===== src/rtl/line_burst_adapter.sv =====
// Memory-side responder for the cache line interface: turns one whole-line read or
// write into a fixed-length burst of BEATS beats on the physical-memory port.
module line_burst_adapter #(
  parameter int LINE_WIDTH  = 256,
  parameter int BURST_WIDTH = 64,
  localparam int BEATS      = LINE_WIDTH / BURST_WIDTH,
  localparam int CNT_W      = $clog2(BEATS)
) (
  input  logic                   clk,
  input  logic                   rst,
  input  logic [LINE_WIDTH-1:0]  line_i,
  input  logic [31:0]            address_i,
  input  logic                   read_i,
  input  logic                   write_i,
  output logic [LINE_WIDTH-1:0]  line_o,
  output logic                   resp_o,
  input  logic [BURST_WIDTH-1:0] burst_o,
  input  logic                   pmem_resp,
  output logic [BURST_WIDTH-1:0] burst_i,
  output logic [31:0]            pmem_address,
  output logic                   pmem_read,
  output logic                   pmem_write,
  output logic [1:0]             o_dbg_state
);

  // Handshake: a beat moves on every cycle where pmem_read or pmem_write is high
  // together with pmem_resp; with pmem_resp low the request, beat and counter hold.
  typedef enum logic [1:0] {
    S_IDLE = 2'd0,
    S_RD   = 2'd1,
    S_WR   = 2'd2,
    S_DONE = 2'd3
  } state_t;

  localparam logic [31:0] LINE_MASK = ~(32'(LINE_WIDTH / 8) - 32'd1);

  state_t                r_state;
  state_t                w_next;
  logic [CNT_W-1:0]      r_cnt;
  logic [LINE_WIDTH-1:0] r_wline;
  logic [LINE_WIDTH-1:0] r_line_o;
  logic [31:0]           r_addr;
  logic                  w_last;

  assign w_last = (r_cnt == CNT_W'(BEATS - 1));

  always_comb begin
    w_next = r_state;
    case (r_state)
      S_IDLE: begin
        if (write_i)     w_next = S_WR;
        else if (read_i) w_next = S_RD;
      end
      S_RD:    if (pmem_resp && w_last) w_next = S_DONE;
      S_WR:    if (pmem_resp && w_last) w_next = S_DONE;
      S_DONE:  w_next = S_IDLE;
      default: w_next = S_IDLE;
    endcase
  end

  // The counter wraps to zero on the last beat, so DONE always starts with cnt=0.
  always_ff @(posedge clk or negedge rst) begin
    if (!rst) begin
      r_state  <= S_IDLE;
      r_cnt    <= '0;
      r_wline  <= '0;
      r_line_o <= '0;
      r_addr   <= '0;
    end else begin
      r_state <= w_next;
      case (r_state)
        S_IDLE: begin
          if (write_i) begin
            r_addr  <= address_i & LINE_MASK;
            r_wline <= line_i;
          end else if (read_i) begin
            r_addr  <= address_i & LINE_MASK;
          end
        end
        S_RD: begin
          if (pmem_resp) begin
            r_line_o[BURST_WIDTH*r_cnt +: BURST_WIDTH] <= burst_o;
            r_cnt <= r_cnt + CNT_W'(1);
          end
        end
        S_WR: begin
          if (pmem_resp) r_cnt <= r_cnt + CNT_W'(1);
        end
        default: ;
      endcase
    end
  end

  assign pmem_read    = (r_state == S_RD);
  assign pmem_write   = (r_state == S_WR);
  assign resp_o       = (r_state == S_DONE);
  assign burst_i      = pmem_write ? r_wline[BURST_WIDTH*r_cnt +: BURST_WIDTH] : '0;
  assign line_o       = r_line_o;
  assign pmem_address = r_addr;
  assign o_dbg_state  = r_state;

endmodule


===== config.mk =====
export PLATFORM = sky130hd
export DESIGN_NAME = line_burst_adapter
export DESIGN_NICKNAME = d
export VERILOG_FILES = /design/src/rtl/line_burst_adapter.sv
export SDC_FILE = /design/constraint.sdc
export NUM_CORES = 1
export LEC_CHECK = 0
export CAP_MARGIN = 10
export CORE_AREA = 10 10 268 270
export CTS_CLUSTER_DIAMETER = 30
export CTS_CLUSTER_SIZE = 10
export DETAILED_ROUTE_END_ITERATION = 10
export DIE_AREA = 0 0 278 280
export PLACE_DENSITY = 0.67
export SYNTH_ARGS = -nofsm -noshare
export SYNTH_HDL_FRONTEND = slang
export SYNTH_SLANG_ARGS = --single-unit

===== constraint.sdc =====
create_clock -name clk -period 2.4 [get_ports clk]
set_clock_uncertainty 0.2 [all_clocks]
set_input_delay 0.48 -clock clk [delete_from_list [all_inputs] [get_ports clk]]
set_output_delay 0.48 -clock clk [all_outputs]
set_load 0.05 [all_outputs]

==> flow_summary.toml <==
[worst_setup_path]
cp_data_required_time_ns = 1.72
critPathArrivalTime_ns = 2.31
critPathMaxFanout = 11
worstSetupStartpoint = "r_cnt[0]$_DFFE_PN0P_"
startpoint_type = "register"
r2r_start = "r_cnt[0]$_DFFE_PN0P_"
crit_type = "register to primary output"
cp-end-kind = "primary output"

[run]
drv_cap = 0

[route]
drt_iter0_markers = 1076
routedWlPerCell_um = 25.4
viasPerCell = 5.04
ant_nets = 0
dr.pass1.iters = 5
routed_wl_um = 81200
drc = 0
vias = 16100

[layout]
layout_common_cells = "dfrtp_1, clkdlybuf4s50_1, mux2_2"
syn_to_final_growth_pct = 62.1
stdcell_count = 3191
utilization_pct = 53.1
drive_above_1_share_pct = 36.9
fillCellCount = 5480
layout_commonest_cell = "dfrtp_1"
final_nets = 2574

[clock_tree]
clk_pin_slew_worst_paths_ns = 0.05
cts.sinks = 543
cts_buffers = 117
cts_tree = "yes"
clock_latency_ns = 0.64
cts_buffer_depth = 3
cts_root_buffer = "clkbuf_16"
htree_num_levels = 3

[timing]
fin_crit_ns = 2.99
whs_ns = 0.188
relSlewSlack_pct = 59.8
fin_ws_ns = -0.586
rsz0062_at_grt = "true"
hold_viol_final = 0
tightest_slew_ns = 0.605
setup_violations = 64
finalMaxSlewViolations = 0
fin_crit_sh_pct = 124
max_freq_mhz = 335

[run_status]
run_status = "complete, but fails checks"
violations = "setup timing"

[synthesis]
async_flop_share_pct = 100
avgSynthCellArea_um2 = 16.0
ys_types = 28
syn_inst = 1365
synthFlopType = "dfrtp_1"
synth-seq-cells = 543
ys_warn_count = 0
ys_seq_area_share_pct = 62.3
synth_area_leaders = "dfrtp_1, mux2_2, a22o_1"
syn_area_um2 = 21800
synth_top_area_share_pct = 62.3
yosysTopAreaCell = "dfrtp_1"
synth_edf_count = 0

[power_and_ir_drop]
switching_share_pct = 40.0
ir_drop_uv = 1080
p_comb_share_pct = 45.5
sequentialPowerShare_pct = 26.6
p_int_mw = 36.5
power_frac_clock_pct = 27.9
power.switching_mw = 24.3
leakagePower_nw = 16.7
power_density_nw_per_um2 = 1720

[placed_design]
pre_cts_slack_ns = -0.0961
gp_congestion = 0.848
placedCellCount = 2942
io_buffers = 703
dp.final_hpwl_um = 58100

[floorplan]
die-area_um2 = 77800
core-area_um2 = 66600
pin_count = 714
initial_utilization_pct = 32.7
die_w_um = 278
die-height_um = 280
fp-row-count = 95

[grt]
globalRouteOverflowTotal = 0
grt_pass1_vias = 18100
grt.total_usage_pct = 19.9
antenna_found_initial = 14
grt_max_degree = 80
grt_pass1_wl_um = 119000

[min_path]
hp-class = "input pin to asynchronous set/reset pin"
## power groups by stage
stage / clock (mW) / combinational (mW) / sequential (mW)
finish: 16.9 / 27.7 / 16.2
floorplan: 0 / 10.7 / 23.1
CTS: 17.2 / 27.7 / 16.1
global placement: 0 / 27.9 / 16.0
detailed placement: 0 / 28.2 / 16.3
global route: 17.7 / 28.8 / 16.6
## cells in the mapped netlist (3+ instances only)
cell type and n:
a22o_1 256, and2_1 64, buf_1 3, buf_2 49, buf_4 11, buf_6 7, clkbuf_1 40, dfrtp_1 543
ha_1 10, inv_1 6, mux2_2 286, mux4_2 64, nand2_1 5, nand3_1 4
## final timing paths
kind | endpoint | slack (ns) | cells after the start
setup / recovery | burst_i[18] | -0.59 | 5
hold / removal | line_o[138]$_DFFE_PN0P_ | 0.19 | 2
setup reg to reg | line_o[241]$_DFFE_PN0P_ | 0.07 | 9
hold reg to reg | line_o[244]$_DFFE_PN0P_ | 0.29 | 1
max in group asynchronous | pmem_address[19]$_DFFE_PN0P_ | 0.96 | 3
min in group clk | pmem_address[23]$_DFFE_PN0P_ | 0.22 | 2
## cell families after synthesis
kind of cell               after synthesis  synth area share (%)
DFF                                    543                  62.3
other                                    1                0.0172
muxes                                  350                  21.4
AOI/OAI and AO/OA                      259                  10.4
xor gates and xnor gates                 1                0.0402
buffers and inverters                  116                  2.71
adders and majority gates               10                 0.574
and+or+nand+nor                         85                  2.54
## repair_timing
item                                    in CTS  in global routing
pin swaps                                    1                  2
hold buffers                                 1                  0
endpoints found under the setup margin     419                131
gates cloned                                 2                  5
resized for setup                          340                 26
endpoints found under the hold margin      130                  0
buffers inserted                             9                  2
## per-stage QoR
| stage | instance area [um2] | power (mW) | TNS (ns) |
|---|---|---|---|
| floorplan | 21900 | 33.8 | -0.645 |
| global placement | 30800 | 43.9 | -0.335 |
| detailed placement | 30800 | 44.5 | -3.15 |
| CTS | 35100 | 61.1 | -37.56 |
| global route | 35300 | 63.2 | -38.03 |
| finish | 35300 | 60.8 | -33.41 |
## layer usage
layer	part of all wire [%]	global-route usage (%)	wire, um
met5	0.062	0	50
met4	3.9	9.33	3190
met3	6.8	5.28	5540
met2	51	34.4	41700
met1	38	22.6	30700
## flip-flops by register name, indices dropped and copies added (netlist names)
| register | flops |
|---|---|
| line_o | 256 |
| r_wline | 256 |
| o_dbg_state | 2 |
| pmem_address | 27 |
| r_cnt | 2 |
## worst max-delay path: stages (launching register included)
cell     delay (ns)
dfrtp_4        0.44
buf_12         0.18
buf_12         0.16
mux4_2         0.54
and2_4         0.18
buf_6          0.14
## cell type report
| type | count | area [um2] | area share (%) |
|---|---|---|---|
| Antenna cell | 10 | 25.0 | 0.0708 |
| Multi-Input combinational cell | 710 | 7880 | 22.3 |
| Clock buffer | 151 | 3280 | 9.28 |
| Sequential cell | 543 | 13600 | 38.5 |
| Clock inverter | 69 | 988 | 2.80 |
| Inverter | 6 | 22.5 | 0.0638 |
| Tap cell | 873 | 1090 | 3.09 |
| Timing Repair Buffer | 829 | 8440 | 23.9 |
No activity file was read; power rests on OpenSTA's default activity.
